===== src/rtl/pe_disp_pkg.sv =====
// pe_disp_pkg
//   Shared constants for the priority-encoder display slice: the blank
//   segment pattern, the gfedcba codes for decimal digits 0..9, and a
//   helper that maps a BCD nibble to its segment code.
package pe_disp_pkg;

    localparam logic [6:0] SEG_BLANK = 7'h00;

    localparam logic [6:0] SEG_0 = 7'h3F;
    localparam logic [6:0] SEG_1 = 7'h06;
    localparam logic [6:0] SEG_2 = 7'h5B;
    localparam logic [6:0] SEG_3 = 7'h4F;
    localparam logic [6:0] SEG_4 = 7'h66;
    localparam logic [6:0] SEG_5 = 7'h6D;
    localparam logic [6:0] SEG_6 = 7'h7D;
    localparam logic [6:0] SEG_7 = 7'h07;
    localparam logic [6:0] SEG_8 = 7'h7F;
    localparam logic [6:0] SEG_9 = 7'h6F;

    // Nibble values above 9 have no decimal glyph and show as all-off.
    function automatic logic [6:0] bcd_to_seg(input logic [3:0] bcd);
        logic [6:0] seg;
        case (bcd)
            4'd0:    seg = SEG_0;
            4'd1:    seg = SEG_1;
            4'd2:    seg = SEG_2;
            4'd3:    seg = SEG_3;
            4'd4:    seg = SEG_4;
            4'd5:    seg = SEG_5;
            4'd6:    seg = SEG_6;
            4'd7:    seg = SEG_7;
            4'd8:    seg = SEG_8;
            4'd9:    seg = SEG_9;
            default: seg = SEG_BLANK;
        endcase
        return seg;
    endfunction

endpackage


===== src/rtl/seg7_decoder.sv =====
// seg7_decoder
//   Combinational BCD to 7-segment decoder with a blanking override.
//   Ports:
//     bcd    in   4   BCD digit value
//     blank  in   1   1: force all segments off
//     seg    out  7   gfedcba, active-high
module seg7_decoder
    import pe_disp_pkg::*;
(
    input  logic [3:0] bcd,
    input  logic       blank,
    output logic [6:0] seg
);

    always_comb begin
        seg = SEG_BLANK;
        if (!blank) begin
            seg = bcd_to_seg(bcd);
        end
    end

endmodule


===== src/rtl/priority_encoder_scan_display.sv =====
// priority_encoder_scan_display
//   Synchronises a raw request vector, priority-encodes it (MSB-first or
//   LSB-first), registers the index with an optional hold, and shows the
//   index in decimal on a time-multiplexed 7-segment display.
//   Ports:
//     clk        in   1       clock
//     rst_n      in   1       asynchronous active-low reset
//     data       in   WIDTH   raw request bits, asynchronous to clk
//     lsb_first  in   1       0: bit WIDTH-1 wins; 1: bit 0 wins
//     hold       in   1       1: freeze index/valid, scanning continues
//     segments   out  7       gfedcba of the enabled digit, active-high
//     dp         out  1       decimal point, lit on units digit when no data
//     digit_en   out  DIGITS  one-hot digit select, bit0 = units
//     index      out  IDX_W   registered encoded index
//     valid      out  1       registered: some synced data bit is set
//   Every output comes straight from a flop; no input reaches an output
//   combinationally.
module priority_encoder_scan_display
    import pe_disp_pkg::*;
#(
    parameter  int WIDTH    = 16,
    parameter  int DIGITS   = 2,
    parameter  int SCAN_DIV = 1024,
    localparam int IDX_W    = $clog2(WIDTH)
) (
    input  logic              clk,
    input  logic              rst_n,
    input  logic [WIDTH-1:0]  data,
    input  logic              lsb_first,
    input  logic              hold,
    output logic [6:0]        segments,
    output logic              dp,
    output logic [DIGITS-1:0] digit_en,
    output logic [IDX_W-1:0]  index,
    output logic              valid
);

    localparam int PRE_W = $clog2(SCAN_DIV);

    logic [WIDTH-1:0]  s1_q, s2_q;
    logic [IDX_W-1:0]  enc_idx;
    logic              enc_valid;
    logic [IDX_W-1:0]  index_q;
    logic              valid_q;
    logic [PRE_W-1:0]  pre_q;
    logic              ptr_q;
    logic [6:0]        idx_ext;
    logic [3:0]        tens, units;
    logic [3:0]        bcd_sel;
    logic              blank_sel;
    logic [6:0]        dec_seg;
    logic [6:0]        seg_q;
    logic              dp_q;
    logic [DIGITS-1:0] en_q;

    // Two-flop synchroniser for the asynchronous request bits.
    always_ff @(posedge clk or negedge rst_n) begin
        if (!rst_n) begin
            s1_q <= '0;
            s2_q <= '0;
        end else begin
            s1_q <= data;
            s2_q <= s1_q;
        end
    end

    // Priority encoder: the scan order is chosen so that the winning bit
    // is the last one to assign enc_idx.
    always_comb begin
        enc_idx = '0;
        if (lsb_first) begin
            for (int i = WIDTH - 1; i >= 0; i--) begin
                if (s2_q[i]) enc_idx = IDX_W'(i);
            end
        end else begin
            for (int i = 0; i < WIDTH; i++) begin
                if (s2_q[i]) enc_idx = IDX_W'(i);
            end
        end
    end

    assign enc_valid = |s2_q;

    // Result register; hold keeps the last value loaded before it rose.
    always_ff @(posedge clk or negedge rst_n) begin
        if (!rst_n) begin
            index_q <= '0;
            valid_q <= 1'b0;
        end else if (!hold) begin
            index_q <= enc_idx;
            valid_q <= enc_valid;
        end
    end

    // Decimal split of the registered index (index never exceeds 63).
    assign idx_ext = 7'(index_q);
    assign tens    = 4'(idx_ext / 7'd10);
    assign units   = 4'(idx_ext % 7'd10);

    // Scan prescaler and digit pointer, independent of hold/valid.
    always_ff @(posedge clk or negedge rst_n) begin
        if (!rst_n) begin
            pre_q <= '0;
            ptr_q <= 1'b0;
        end else if (pre_q == PRE_W'(SCAN_DIV - 1)) begin
            pre_q <= '0;
            if (ptr_q == 1'(DIGITS - 1)) ptr_q <= 1'b0;
            else                         ptr_q <= ptr_q + 1'b1;
        end else begin
            pre_q <= pre_q + 1'b1;
        end
    end

    // Units digit shows its value; tens digit suppresses a leading zero;
    // with no data every digit is dark.
    always_comb begin
        bcd_sel   = (ptr_q == 1'b0) ? units : tens;
        blank_sel = !valid_q || ((ptr_q != 1'b0) && (tens == 4'd0));
    end

    seg7_decoder u_seg7 (
        .bcd   (bcd_sel),
        .blank (blank_sel),
        .seg   (dec_seg)
    );

    // Output registers: segments, dp and digit select change together.
    always_ff @(posedge clk or negedge rst_n) begin
        if (!rst_n) begin
            seg_q <= SEG_BLANK;
            dp_q  <= 1'b0;
            en_q  <= DIGITS'(1);
        end else begin
            seg_q <= dec_seg;
            dp_q  <= !valid_q && (ptr_q == 1'b0);
            en_q  <= DIGITS'(1) << ptr_q;
        end
    end

    assign segments = seg_q;
    assign dp       = dp_q;
    assign digit_en = en_q;
    assign index    = index_q;
    assign valid    = valid_q;

endmodule


===== config.mk =====
export PLATFORM = sky130hd
export DESIGN_NAME = priority_encoder_scan_display
export DESIGN_NICKNAME = d
export VERILOG_FILES = /design/src/rtl/pe_disp_pkg.sv /design/src/rtl/seg7_decoder.sv /design/src/rtl/priority_encoder_scan_display.sv
export SDC_FILE = /design/constraint.sdc
export NUM_CORES = 1
export LEC_CHECK = 0
export ABC_AREA = 0
export CELL_PAD_IN_SITES_DETAIL_PLACEMENT = 2
export CELL_PAD_IN_SITES_GLOBAL_PLACEMENT = 2
export CORE_ASPECT_RATIO = 1.75
export CORE_MARGIN = 2
export CORE_UTILIZATION = 40
export CTS_BUF_LIST = sky130_fd_sc_hd__clkbuf_8
export DETAILED_ROUTE_END_ITERATION = 8
export PLACE_DENSITY = 0.89
export SLEW_MARGIN = 20
export SYNTH_ARGS = -nofsm -noshare
export SYNTH_HDL_FRONTEND = slang
export SYNTH_HIERARCHICAL = 1
export SYNTH_SLANG_ARGS = --single-unit

===== constraint.sdc =====
create_clock -name clk -period 3.9 [get_ports clk]
set_clock_uncertainty 0.2 [all_clocks]
set_input_delay 0.585 -clock clk [delete_from_list [all_inputs] [get_ports clk]]
set_output_delay 0.585 -clock clk [all_outputs]
set_load 0.02 [all_outputs]

# Word-level counts from Yosys, hierarchy flattened
# Memory sizes are Yosys's and may differ from the RTL's.
# Index checks and enable logic that the tools add are counted.
[op_classes]
add_sub_neg = 2
n_div = 2
n_eq_ne = 1
n_shift = 1
n_mux = 36
bitwise = 1
n_reduce_logical = 6
[op_table]
columns = ["operator", "count"]
rows = [
  ["$mux W4", 32],
  ["$reduce_or A16 Y1", 1],
  ["$add A10 B1 Y10 const B", 1],
  ["$eq A10 B10 Y1 const B", 1],
  ["$mux W10", 1],
  ["$div A4 B4 Y7 const B", 1],
  ["$mod A4 B4 Y7 const B", 1],
  ["$mux W7", 1],
  ["$logic_not A4 Y1", 1],
  ["$logic_and A1 B1 Y1", 2],
  ["$mux W1", 2],
  ["$shl A1 B1 Y2 const A", 1],
  ["$add A1 B1 Y1 const B", 1],
  ["$logic_not A1 Y1", 1],
  ["$logic_or A1 B1 Y1", 1],
  ["$not A1 Y1", 1],
]
[word_totals]
register_bits = 58
mem_bits_ro = 112
output_inout_bits = 15
wordCells = 59
n_memories = 1
[mem_list]
columns = ["memory", "depth", "width", "rd", "rd_ports_with_merged_regs", "wr", "line_no", "rtl"]
rows = [
  ["(no name shown)", 16, 7, 1, 0, 0, "pe_disp_pkg.sv:23", "case (bcd)"],
]

# Depth between registers and ports, before layout
[logic_depth]
depth_word = 17
depth_mapped = 12

# Cells and area by module
# The synthesis kept the hierarchy.
[by_module_without_submodules]
columns = ["mod", "instances", "cells_each", "area_each_um2", "seq_area_each_um2"]
rows = [
  ["priority_encoder_scan_display", 1, 164, 2085.8, 1452.6],
  ["seg7_decoder", 1, 31, 230.2, 0.0],
]

# Worst setup path before layout
# No wires, ideal clock.
[synth_path]
kind = "register to register"
from = "register index_q[1], in the netlist index[1]"
to = "register seg_q[0], in the netlist segments[0]"
setup_ns = 0.096
arrival_ns = 2.330
path_slack_ns = 1.274
path_stages_with_launch = 13
path_cell_list = "dfrtp_1 -> inv_1 -> ha_1 -> inv_1 -> ha_1 -> a41oi_1 -> mux2i_1 -> nor2_1 -> inv_1 -> ha_1 -> or2_0 -> a21o_1 -> o31ai_1"
[synth_between]
elab_cells_between_ends = 8
cone_classes = "2 x div; 2 x mux; 3 x reduce/logical; 1 x memory"
[synth_lines]
columns = ["item", "line_no", "rtl"]
rows = [
  ["from (decl)", "priority_encoder_scan_display.sv:43", "logic [IDX_W-1:0] index_q;"],
  ["from (signal assigned)", "priority_encoder_scan_display.sv:90", "index_q <= enc_idx;"],
  ["$mod A4 B4 Y7 / $div A4 B4 Y7 (equally long branches)", "priority_encoder_scan_display.sv:98, priority_encoder_scan_display.sv:97", ""],
  ["$mux W4 (*)", "priority_encoder_scan_display.sv:117", "bcd_sel = (ptr_q == 1'b0) ? units : tens;"],
  ["named net bcd_sel[1]", "priority_encoder_scan_display.sv:49", "logic [3:0] bcd_sel;"],
  ["$mem_v2 Z16 W7 (*)", "-", ""],
  ["$mux W7 (*)", "seg7_decoder.sv:17", "if (!blank) begin"],
  ["named net dec_seg[0]", "priority_encoder_scan_display.sv:51", "logic [6:0] dec_seg;"],
  ["to (signal assigned)", "priority_encoder_scan_display.sv:134", "seg_q <= dec_seg;"],
  ["to (decl)", "priority_encoder_scan_display.sv:52", "logic [6:0] seg_q;"],
]
# The timed path passes the listed nets; every way through them passes the cells marked *.
# A chain may end at the register's enable or synchronous reset.

# Final worst setup path
[layout_path]
from = "register index_q[2], in the netlist index[2]"
to = "register seg_q[0], in the netlist segments[0]"
# The elaborated chain is that of the path after synthesis.

==> results.ini <==
[outcome]
status=finished clean

[critical_path]
crit_fanout=6
r2r_end=segments[0]
crit_path_start_kind=register
cp.arrival_ns=3.21
timing.rr.start=index[2]
required_ns=3.94
endpoint_kind=register
r2r_slack_ns=0.73
r2r_cells=12
crit_type=reg -> reg

[logic_synthesis]
synth_nets=223
syn-cell-area_um2=2320
yosysWarningCount=6
syn_area_per_cell_um2=11.9
ys_seq_area_share_pct=62.7
syn_inst=195
synth-async-reset-ratio_pct=100
synth_edf_count=0
synthDistinctLibCells=41
ys_seq_elements=58
synth_top_flop_cell=dfrtp_1

[global_routing]
track_usage_pct=21.7
grt_max_degree=38
antenna_found_initial=0
grt_pass1_wl_um=9860
grt_pass1_vias=1896
grt.overflow.total=0

[run]
drv_cap=0

[timing]
worst_pin_slew_ns=0.796
hold_viol=0
max_slew_margin_pct=46.9
finalCritPeriodShare_pct=81.3
worst_slack_ns=0.731
rsz0062_at_grt=false
setup-violations-final=0
fmax_mhz=316
drv_slew=0
tns_ns=0
fin_crit_ns=3.17

[final_layout]
layout_common_cells=dfrtp_1, clkdlybuf4s50_1, nor2_1
antenna_cells=0
drive_above_1_share_pct=9.05
syn_to_final_growth_pct=27.7
multi_input_area_um2=796
seqCellArea_um2=1450
nNetsFinal=266
final_common_cell=dfrtp_1
fillers=568

[clocking]
cts_resized=0
clk_latency_ns=0.34
clkSlewWorstSetupHoldPaths_ns=0.07
cts_tree=done
htreeDepth=3
cts_num_sinks=58
clockRootBuffer=clkbuf_8
cts_setup_buffers=0
clk_path_buf_depth=2
hold_buffers=0
cts_buffers=9

[floorplan]
core_um2=5590
dieArea_um2=6440
rows=36
dieWidth_um=61.5
fp.dieH_um=105
start_util_pct=41.5
io-pin-count=35

[power_and_ir_drop]
pwr-share-seq_pct=43.5
p_switching_mw=0.427
combinationalPowerShare_pct=16.0
p_int_mw=1.12
clkPwrFrac_pct=40.5
pwr_density_cell_nw_per_um2=523
p_leak_nw=1.30
switching_share_pct=27.6
ir_drop_mv=0.300

[placed_design]
dp_hpwl_um=4320
io_buffers=34
place_ws_ns=0.967
gp_congestion=0.806

[worst_hold_path]
hold_class=in -> async

[drt]
routed_wl_um=6120
drc=0
wl_per_cell_um=19.2
drt_iter0_markers=52
drtPass1Iterations=4
vias=1645
vias_per_cell=5.16
antenna_left=0

==> area by class of cell <==
cell class,instances,area share [%]
Clock buffer,9,4.19
Tap cell,76,3.21
Sequential cell,58,49.1
Multi-Input combinational cell,122,26.9
Timing Repair Buffer,35,11.6
Clock inverter,7,3.47
Inverter,12,1.52
==> layer usage <==
layer | vias to the layer above | GRT usage, % | wire [µm]
met5 | - | 0 | 0
met4 | 0 | 11.6 | 178
met3 | 13 | 4.46 | 137
met2 | 36 | 38.2 | 3560
met1 | 829 | 22.6 | 2240
li1 | 767 | - | -
==> cells in the mapped netlist, types with 2 or more instances <==
cell | number | area [µm²]
dfrtp_1 | 57 | 1430
nor2_1 | 18 | 67.6
inv_1 | 12 | 45.0
nand2_1 | 12 | 45.0
a21oi_1 | 8 | 40.0
ha_1 | 8 | 100
nand2b_1 | 6 | 37.5
nor3_1 | 6 | 30.0
o21ai_0 | 6 | 30.0
nor2b_1 | 5 | 31.3
o31ai_1 | 5 | 37.5
xnor2_1 | 5 | 43.8
nand3_1 | 4 | 20.0
xor2_1 | 4 | 35.0
nor4_1 | 3 | 18.8
o22ai_1 | 3 | 18.8
a2111oi_0 | 2 | 17.5
a211oi_1 | 2 | 15.0
a31oi_1 | 2 | 12.5
and3_1 | 2 | 12.5
and4_1 | 2 | 17.5
mux2i_1 | 2 | 20.0
o311ai_0 | 2 | 17.5
or2_1 | 2 | 12.5
==> power groups by stage <==
stage                     combinational, mW  clock (mW)  sequential (mW)
after floorplan                      0.0933           0            0.711
after global placement                0.232           0            0.681
after detailed placement              0.242           0            0.682
after CTS                             0.251       0.648            0.673
after global routing                  0.270       0.667            0.678
final                                 0.248       0.626            0.672
==> how the worst max path moves through the flow <==
stage	from	endpoint
after floorplan	index[1]	segments[0]
after global placement	index[1]	segments[0]
after detailed placement	index[2]	segments[0]
after CTS	index[2]	segments[0]
after global routing	index[2]	segments[3]
final	index[2]	segments[0]
==> worst max-delay path, stage by stage (launching register included) <==
cell and delay, ns:
dfrtp_1 0.40, inv_1 0.10, ha_1 0.17, inv_1 0.06, ha_1 0.21, a41oi_1 0.42
mux2i_1 0.19, nor2_1 0.38, inv_1 0.18, ha_1 0.23, or2_0 0.23, a21o_1 0.22
o31ai_1 0.08
==> sequential cells by signal, summed over array words and instances (netlist names) <==
name / count
s1_q: 16
s2_q: 16
ptr_q: 1
valid: 1
segments: 7
digit_en: 2
pre_q: 10
index: 4
dp: 1
==> per-stage QoR <==
stage / cell area, µm² / hold slack [ns] / instances / power [mW] / utilization, %
6_report: 2960 / 0.130 / 319 / 1.55 / 53.0
5_1_grt: 2960 / 0.161 / 319 / 1.61 / 53.0
4_1_cts: 2960 / 0.142 / 319 / 1.57 / 53.0
3_5_place_dp: 2730 / 0.136 / 303 / 0.924 / 48.9
3_3_place_gp: 2730 / 0.132 / 303 / 0.912 / 48.9
2_1_floorplan: 2320 / 0.0894 / 195 / 0.805 / -
==> cells by family (layout without fill, tap and decap cells) <==
| logic type | Yosys count | after routing | synth area share, % |
|---|---|---|---|
| buffers and inverters | 15 | 63 | 2.92 |
| flip-flops | 58 | 58 | 62.7 |
| multiplexers | 2 | 2 | 0.864 |
| AO/OA/AOI/OAI | 39 | 39 | 11.5 |
| XOR/XNOR | 9 | 9 | 3.40 |
| adder cells (fa/ha/maj) | 8 | 8 | 4.32 |
| AND/OR/NAND/NOR | 64 | 64 | 14.3 |
No activity file was read; power rests on OpenSTA's default activity.
